[src/rtl/bist_pkg.sv]
// Shared types and defaults for the multi-session BIST sequencer.
// Holds the FSM state encoding, parameter defaults and the index-width helper.
package bist_pkg;

  localparam int NCLOCK_DEF = 650;
  localparam int NSESS_DEF  = 4;
  localparam int SIG_W_DEF  = 16;

  typedef enum logic [2:0] {
    S_IDLE,
    S_INIT,
    S_RUN,
    S_CHECK,
    S_NEXT,
    S_DONE
  } bist_state_e;

  // A single-entry range still needs a one-bit index.
  function automatic int clog2_min1(input int n);
    return (n <= 2) ? 1 : $clog2(n);
  endfunction

endpackage

[src/rtl/bist_session_ctrl_if.sv]
// Connection bundle between the BIST sequencer, the test-access logic and the
// LFSR/MISR datapath; also carries the FSM state for observation.
interface bist_session_ctrl_if
  import bist_pkg::*;
#(
  parameter int NSESS = NSESS_DEF,
  parameter int SIG_W = SIG_W_DEF
) ();

  localparam int IW = clog2_min1(NSESS);

  // start is a level request without a ready: it is honoured only while the
  // sequencer sits in IDLE or DONE and ignored otherwise; no backpressure.
  logic             start;
  logic [SIG_W-1:0] misr_sig;
  logic [SIG_W-1:0] golden;
  logic             init;
  logic             running;
  logic             toggle;
  logic [IW-1:0]    sess_idx;
  logic             finish;
  logic             bist_end;
  logic             pass;
  bist_state_e      state;

  modport master (
    input  start, misr_sig, golden,
    output init, running, toggle, sess_idx, finish, bist_end, pass, state
  );

  modport slave (
    output start, misr_sig, golden,
    input  init, running, toggle, sess_idx, finish, bist_end, pass, state
  );

endinterface

[src/rtl/bist_cycle_counter.sv]
// Pattern-cycle counter: synchronous clear, enable, saturates at NCLOCK-1.
// tc flags the last pattern cycle of a session.
module bist_cycle_counter
  import bist_pkg::*;
#(
  parameter int NCLOCK = NCLOCK_DEF
) (
  input  logic clk,
  input  logic reset_n,
  input  logic clr,
  input  logic en,
  output logic tc
);

  localparam int CW = clog2_min1(NCLOCK);

  logic [CW-1:0] count;

  assign tc = (count == CW'(NCLOCK - 1));

  always_ff @(posedge clk or negedge reset_n) begin
    if (!reset_n) begin
      count <= '0;
    end else if (clr) begin
      count <= '0;
    end else if (en && !tc) begin
      count <= count + CW'(1);
    end
  end

endmodule

[src/rtl/bist_session_ctrl.sv]
// Multi-session BIST sequencer: runs NSESS sessions of NCLOCK pattern cycles,
// checks each MISR signature and reports a sticky pass/fail at the end.
module bist_session_ctrl
  import bist_pkg::*;
#(
  parameter int NCLOCK = NCLOCK_DEF,
  parameter int NSESS  = NSESS_DEF,
  parameter int SIG_W  = SIG_W_DEF
) (
  input logic                 clk,
  input logic                 reset_n,
  bist_session_ctrl_if.master bus
);

  localparam int IW = clog2_min1(NSESS);

  bist_state_e      state;
  logic [IW-1:0]    sess;
  logic             fail;
  logic             init_r, running_r, toggle_r, finish_r, bist_end_r, pass_r;
  logic             cnt_tc;
  logic [SIG_W-1:0] sig_diff;
  logic             mismatch;
  logic             last_sess;

  assign sig_diff  = bus.misr_sig ^ bus.golden;
  assign mismatch  = |sig_diff;
  assign last_sess = (sess == IW'(NSESS - 1));

  bist_cycle_counter #(.NCLOCK(NCLOCK)) u_cnt (
    .clk     (clk),
    .reset_n (reset_n),
    .clr     (state == S_INIT),
    .en      (state == S_RUN),
    .tc      (cnt_tc)
  );

  // Outputs are registered alongside the state so each one reflects the
  // state being entered; pulses default low every cycle.
  always_ff @(posedge clk or negedge reset_n) begin
    if (!reset_n) begin
      state      <= S_IDLE;
      sess       <= '0;
      fail       <= 1'b0;
      init_r     <= 1'b0;
      running_r  <= 1'b0;
      toggle_r   <= 1'b0;
      finish_r   <= 1'b0;
      bist_end_r <= 1'b0;
      pass_r     <= 1'b0;
    end else begin
      init_r   <= 1'b0;
      toggle_r <= 1'b0;
      finish_r <= 1'b0;
      unique case (state)
        S_IDLE, S_DONE: begin
          if (bus.start) begin
            state      <= S_INIT;
            sess       <= '0;
            fail       <= 1'b0;
            init_r     <= 1'b1;
            bist_end_r <= 1'b0;
            pass_r     <= 1'b0;
          end
        end
        S_INIT: begin
          state     <= S_RUN;
          running_r <= 1'b1;
        end
        S_RUN: begin
          if (cnt_tc) begin
            state     <= S_CHECK;
            running_r <= 1'b0;
          end
        end
        S_CHECK: begin
          fail <= fail | mismatch;
          if (last_sess) begin
            state      <= S_DONE;
            finish_r   <= 1'b1;
            bist_end_r <= 1'b1;
            pass_r     <= ~(fail | mismatch);
          end else begin
            state    <= S_NEXT;
            toggle_r <= 1'b1;
          end
        end
        S_NEXT: begin
          state  <= S_INIT;
          sess   <= sess + IW'(1);
          init_r <= 1'b1;
        end
        default: state <= S_IDLE;
      endcase
    end
  end

  assign bus.init     = init_r;
  assign bus.running  = running_r;
  assign bus.toggle   = toggle_r;
  assign bus.sess_idx = sess;
  assign bus.finish   = finish_r;
  assign bus.bist_end = bist_end_r;
  assign bus.pass     = pass_r;
  assign bus.state    = state;

endmodule

[src/flat_wrapper.sv]
// flat-port wrapper written by rule: the top's interface ports become plain ports
module bist_session_ctrl_flat import bist_pkg::*;
#(
  parameter int NCLOCK = NCLOCK_DEF,
  parameter int NSESS  = NSESS_DEF,
  parameter int SIG_W  = SIG_W_DEF
)
  (clk, reset_n, bus_start, bus_misr_sig, bus_golden, bus_init, bus_running, bus_toggle, bus_sess_idx, bus_finish, bus_bist_end, bus_pass, bus_state);
  bist_session_ctrl_if #(.NSESS(NSESS), .SIG_W(SIG_W)) bus_i ();
  input logic clk;
  input logic reset_n;
  input wire logic [$bits(bus_i.start)-1:0] bus_start;
  input wire logic [$bits(bus_i.misr_sig)-1:0] bus_misr_sig;
  input wire logic [$bits(bus_i.golden)-1:0] bus_golden;
  output wire logic [$bits(bus_i.init)-1:0] bus_init;
  output wire logic [$bits(bus_i.running)-1:0] bus_running;
  output wire logic [$bits(bus_i.toggle)-1:0] bus_toggle;
  output wire logic [$bits(bus_i.sess_idx)-1:0] bus_sess_idx;
  output wire logic [$bits(bus_i.finish)-1:0] bus_finish;
  output wire logic [$bits(bus_i.bist_end)-1:0] bus_bist_end;
  output wire logic [$bits(bus_i.pass)-1:0] bus_pass;
  output wire logic [$bits(bus_i.state)-1:0] bus_state;
  assign bus_i.start = bus_start;
  assign bus_i.misr_sig = bus_misr_sig;
  assign bus_i.golden = bus_golden;
  assign bus_init = bus_i.init;
  assign bus_running = bus_i.running;
  assign bus_toggle = bus_i.toggle;
  assign bus_sess_idx = bus_i.sess_idx;
  assign bus_finish = bus_i.finish;
  assign bus_bist_end = bus_i.bist_end;
  assign bus_pass = bus_i.pass;
  assign bus_state = bus_i.state;
  bist_session_ctrl #(.NCLOCK(NCLOCK), .NSESS(NSESS), .SIG_W(SIG_W)) u_core (.clk(clk), .reset_n(reset_n), .bus(bus_i));
endmodule
[config.mk]
export PLATFORM = sky130hd
export DESIGN_NAME = bist_session_ctrl_flat
export DESIGN_NICKNAME = d
export VERILOG_FILES = /design/src/rtl/bist_pkg.sv /design/src/rtl/bist_session_ctrl_if.sv /design/src/rtl/bist_cycle_counter.sv /design/src/rtl/bist_session_ctrl.sv /design/src/flat_wrapper.sv
export SDC_FILE = /design/constraint.sdc
export NUM_CORES = 1
export LEC_CHECK = 0
export ABC_AREA = 1
export CORE_MARGIN = 2
export CORE_UTILIZATION = 40
export DETAILED_ROUTE_END_ITERATION = 6
export GPL_TIMING_DRIVEN = 0
export PLACE_DENSITY_LB_ADDON = 0.3
export SLEW_MARGIN = 10
export SYNTH_ARGS = -nofsm -noshare
export SYNTH_HDL_FRONTEND = slang
export SYNTH_SLANG_ARGS = --single-unit
[constraint.sdc]
create_clock -name clk -period 1.6 [get_ports clk]
set_clock_uncertainty 0.05 [all_clocks]
set_input_delay 0.16 -clock clk [delete_from_list [all_inputs] [get_ports clk]]
set_output_delay 0.16 -clock clk [all_outputs]
set_load 0.01 [all_outputs]
# == Yosys cells after proc, flatten, opt, wreduce, memory -nomap -nowiden ==
# Cells that the tools add are included.
# W data, S select, Z words.
# totals
register_bits,22
in_bits,35
out_inout_bits,11
wordCells,61
# classes
n_addsub,2
n_eq_ne,10
muxes,22
bitwise,3
reduce_logical,14
# ops
cell,n
$mux W10,2
$reduce_or A16 Y1,1
$xor A16 B16 Y16,1
$pmux W3 S5,1
$add A10 B1 Y10 const B,1
$eq A10 B10 Y1 const B,1
$mux W1,10
$pmux W1 S2,5
$reduce_and A2 Y1,4
$reduce_bool A2 Y1,4
$eq A3 B2 Y1 const B,2
$eq A3 B3 Y1 const B,2
$mux W3,2
$ne A2 B1 Y1 const B,2
$pmux W2 S2,1
$eq A3 B1 Y1 const B,1
$logic_not A3 Y1,1
$reduce_and A3 Y1,1
$add A2 B1 Y2 const B,1
$eq A2 B2 Y1 const B,1
$mux W2,1
$ne A2 B2 Y1 const B,1
$reduce_or A2 Y1,1
$logic_and A1 B1 Y1,1
3 further kinds,3

# == Depth between registers and ports, before layout ==
# depth
depth_word,6
depth_mapped,9
mapped_depth_nobuf,9

# == Cells and area by module ==
# A second synthesis with hierarchy kept.
# unflattened
hier_cells,234
hier_area_um2,1539.0
# modules_own_cells
mod,n_inst,cells_per_inst,area_each_um2,seq_area_each_um2
bist_session_ctrl,1,134,834.6,300.3
bist_cycle_counter,1,100,704.4,250.2

# == Worst setup path before layout ==
# No wires, ideal clock.
# synth_timing
path_type,register to register
from,register u_core.u_cnt.count[0]
to,register u_core.u_cnt.count[1]
setup_time_ns,0.118
arrival_time_ns,1.231
required_ns,1.432
setup_slack_ns,0.201
stages_incl_launch_ff,9
n_path_buf,1
synth_period_minus_slack_ns,1.399
cell_sequence,dfrtp_1 ha_1 nand3_1 nor2_2 nor2_4 nor2_8 buf_6 nand2_1 o21ai_2
# synth_via
elab_chain_cells,4
word_cells_on_any_way,7
cone_classes,add/sub (1); eq/ne (1); mux (2); reduce/logical (3)
# synth_lines
item,line_no,rtl
from (decl),bist_cycle_counter.sv:17,logic [CW-1:0] count;
from (signal assigned),bist_cycle_counter.sv:27,count <= count + CW'(1);
"parallel branches: the longest is 4 deep, another holds $add A10 B1 Y10",n/a,
# Parallel ways; which one is timed is not known. The select of a mux whose other input is x is not followed.
# A chain may end at the register's enable or synchronous reset.

# == Worst setup path after layout ==
# layout_timing
from,register u_core.state[2] (netlist: u_core.bus.state[2])
to,output bus_state[2]
# layout_rtl
item,line_no,rtl
from (decl),bist_session_ctrl.sv:17,bist_state_e state;
from (signal assigned),bist_session_ctrl.sv:42,state <= S_IDLE;
from (signal assigned),bist_session_ctrl.sv:58,state <= S_INIT;
from (signal assigned),bist_session_ctrl.sv:67,state <= S_RUN;
to (decl),flat_wrapper.sv:22,output wire logic [$bits(bus_i.state)-1:0] bus_state;
# No word-level cell between the ends.

==> flow_metrics.tcl <==
set metrics [dict create \
    antenna_found_initial 0 \
    post_synth_instance_area_sq_um 1460 \
    yosys_register_bits 22 \
    diodes 0 \
    async_flop_share_pct 100.0 \
    cpPeakStageDelay_ns 0.58 \
    vdd.ir_drop.worst_uv 506.1 \
    period_share_pct 95.19 \
    worst_setup_hold_path_clk_slew_ns 0.13 \
    cts.htree.levels 1 \
    num_vias 1418 \
    postSynthAreaPerCell_sq_um 6.729 \
    route.antenna.remaining_nets 0 \
    maxCapViolCount 0 \
    ctsRootBufferMaster "sky130_fd_sc_hd__clkbuf_4" \
    power_per_cell_area_nw_per_um2 539.5 \
    share_comb_of_total_power_pct 13.7 \
    number_of_synthesized_flops_with_an_enable_pin 0 \
    nets 312 \
    element_type_at_the_critical_path_end "primary output" \
    detailedRoute.firstPassIterationCount 4 \
    worstSetupPathType "reg -> out" \
    tns_ns 0 \
    synth.yosys.seq_area_share_pct 37.70 \
    core_area_sq_um 3416 \
    slew_headroom_pct 36.06 \
    final_period_minus_worst_setup_slack_ns 1.523 \
    post_synth_num_cell_types 20 \
    insertion_delay_ns 0.31 \
    final_hold_viol_count 0 \
    placedInstanceArea_sq_um 1968 \
    critical_path_startpoint_category "flop" \
    power.share.switching_pct 19.72 \
    detail_route.wirelength_microns 3106 \
    drt-initial-drc-count 124 \
    critical_path.n_buffers_inverters 1 \
    reg2reg_slack_ns 0.10 \
    start_util_pct 42.75 \
    die_area_sq_um 4150 \
    timing.critical_path.cells "clkdlybuf4s50_1" \
    status "finished clean" \
    cts_tree "yes" \
    max_clock_freq_ghz 0.6566 \
    die_w_microns 64.42 \
    finalSetupViolCount 0 \
    seq_area_sq_um 556.8 \
    cts-buffers-inserted 3 \
    worst_pin_slew_ns 0.9561 \
    synthFlopType "sky130_fd_sc_hd__dfrtp_1" \
    cp_data_required_time_ns 1.39 \
    area_growth_pct 43.44 \
    internal_power_uw 907.0 \
    reg2reg_depth 8 \
    num_rows 21 \
    final_common_cell "sky130_fd_sc_hd__nand2_1" \
    final_cell_mix "sky130_fd_sc_hd__nand2_1, sky130_fd_sc_hd__clkdlybuf4s50_1, sky130_fd_sc_hd__inv_1" \
    crit_arrival_ns 1.31 \
    cp_top_family "buffers and inverters" \
    multi_input_gate_area_in_the_final_layout_sq_um 759.5 \
    share_seq_of_total_power_pct 49.2 \
    tritoncts_num_sinks 22 \
    routed_via_density 4.445 \
    drive_gt1_share_pct 11.36 \
    hpwl_microns 2409 \
    final_cell_area_sq_um 2095 \
    placement.io_buffers 45 \
    clock_path_buffers 2 \
    global_route_wire_length_before_repair_microns 5437 \
    first_global_vias 1316 \
    wl_per_cell_microns 9.737 \
    utilization_pct 61.32 \
    yosysWarningCount 0 \
    hold_class "in -> async" \
    drcViolationCount 0 \
    cp_max_fo 5 \
    critPathSlowestCell "sky130_fd_sc_hd__clkdlybuf4s50_1" \
    n_fill_cell 324 \
    power_leakage_nw 1.101 \
    number_of_instances_in_the_synthesized_netlist 217 \
    r2r-end "u_core.u_cnt.count[3]" \
    power.share.clock_pct 37.1 \
    largest_net_degree_at_the_start_of_global_routing 23 \
    groute.usage.overall_pct 16.49 \
    num_io_pins 46 \
    place.gp.congestion 0.7826 \
    grt_overflow_total 0 \
    r2r_start "u_core.u_cnt.count[0]" \
    syn-num-nets 255 \
    netSwitchingPower_uw 222.9 \
    hold_buffers 0 \
    die_height_microns 64.42 \
    maxSlewViolCount 0 \
]
through the flow:
| step | hold WS [ns] | power (mW) | cells | worst slack, ns |
|---|---|---|---|---|
| 2_1_floorplan | -0.1856 | 0.6161 | 217 | 0.2014 |
| 3_3_place_gp | 0.4199 | 0.7205 | 308 | 0.08525 |
| 3_5_place_dp | 0.4230 | 0.7232 | 308 | 0.07866 |
| 4_1_cts | 0.3468 | 1.144 | 312 | 0.03355 |
| 5_1_grt | 0.3682 | 1.206 | 319 | -0.01026 |
| 6_report | 0.3129 | 1.130 | 319 | 0.07695 |
Yosys cell counts (2+ instances only):
master / count / area [sq um]
sky130_fd_sc_hd__a21oi_1: 2 / 10.01
sky130_fd_sc_hd__buf_2: 2 / 10.01
sky130_fd_sc_hd__dfrtp_1: 22 / 550.5
sky130_fd_sc_hd__ha_1: 3 / 37.54
sky130_fd_sc_hd__inv_1: 34 / 127.6
sky130_fd_sc_hd__inv_2: 3 / 11.26
sky130_fd_sc_hd__nand2_1: 76 / 285.3
sky130_fd_sc_hd__nand3_1: 19 / 95.09
sky130_fd_sc_hd__nand4_1: 6 / 37.54
sky130_fd_sc_hd__nor2_1: 26 / 97.59
sky130_fd_sc_hd__nor2_4: 2 / 22.52
sky130_fd_sc_hd__o21ai_0: 2 / 10.01
sky130_fd_sc_hd__o21ai_1: 6 / 30.03
sky130_fd_sc_hd__xnor2_1: 4 / 35.03
sky130_fd_sc_hd__xor2_1: 5 / 43.79
state kept, by name, summed over array words and instances, names as in the netlist:
name	cells
u_core.u_cnt.count	10
u_core.bus.state	3
u_core.bus.sess_idx	2
u_core.bus.bist_end	1
u_core.bus.finish	1
u_core.bus.init	1
u_core.bus.pass	1
u_core.bus.running	1
u_core.bus.toggle	1
u_core.fail	1
final cells by class:
type / instances / share of cell area, %
Multi-Input combinational cell: 155 / 36.26
Sequential cell: 22 / 26.58
Buffer: 1 / 0.5376
Timing Repair Buffer: 54 / 24.73
Tap cell: 46 / 2.748
Clock inverter: 1 / 1.434
Inverter: 37 / 6.631
Clock buffer: 3 / 1.075
power groups by stage:
stage	clock network (mW)	registers [mW]	logic (mW)
final	0.420	0.556	0.154
after global routing	0.475	0.556	0.175
after CTS	0.431	0.556	0.157
after detailed placement	0	0.567	0.157
after global placement	0	0.567	0.154
after floorplan	0	0.567	0.0494
how the worst max path moves through the flow:
stage                     depth (start not counted)  slack, ns                     to                  start
after floorplan                                   8       0.20  u_core.u_cnt.count[1]  u_core.u_cnt.count[0]
after global placement                            8       0.09  u_core.u_cnt.count[1]  u_core.u_cnt.count[0]
after detailed placement                          8       0.08  u_core.u_cnt.count[1]  u_core.u_cnt.count[0]
after CTS                                         1       0.03           bus_state[1]    u_core.bus.state[1]
after global routing                              9      -0.01  u_core.u_cnt.count[9]  u_core.u_cnt.count[3]
final                                             1       0.08           bus_state[2]    u_core.bus.state[2]
cell families after synthesis:
kind of cell / Yosys count / share of synthesized area [%]
simple gates: 132 / 39.33
buf+inv: 40 / 10.97
flops: 22 / 37.70
compound gates: 11 / 4.028
xor+xnor: 9 / 5.398
fa+ha+maj: 3 / 2.571
repair_timing:
| item | CTS | global route |
|---|---|---|
| cloned | 0 | 1 |
| setup endpoints to repair | 1 | 9 |
| pin swaps | 0 | 3 |
| gates resized for setup | 1 | 8 |
| buffers inserted | 0 | 8 |
per-layer routing:
metal / track usage (%) / wire, microns / share of wire (%)
met4: 3.457 / 24 / 0.77
met2: 27.08 / 1413 / 45
met5: 0 / 0 / 0
met3: 4.514 / 157 / 5.1
met1: 21.86 / 1511 / 49
Note: power is estimated with default switching activity, not from simulation.
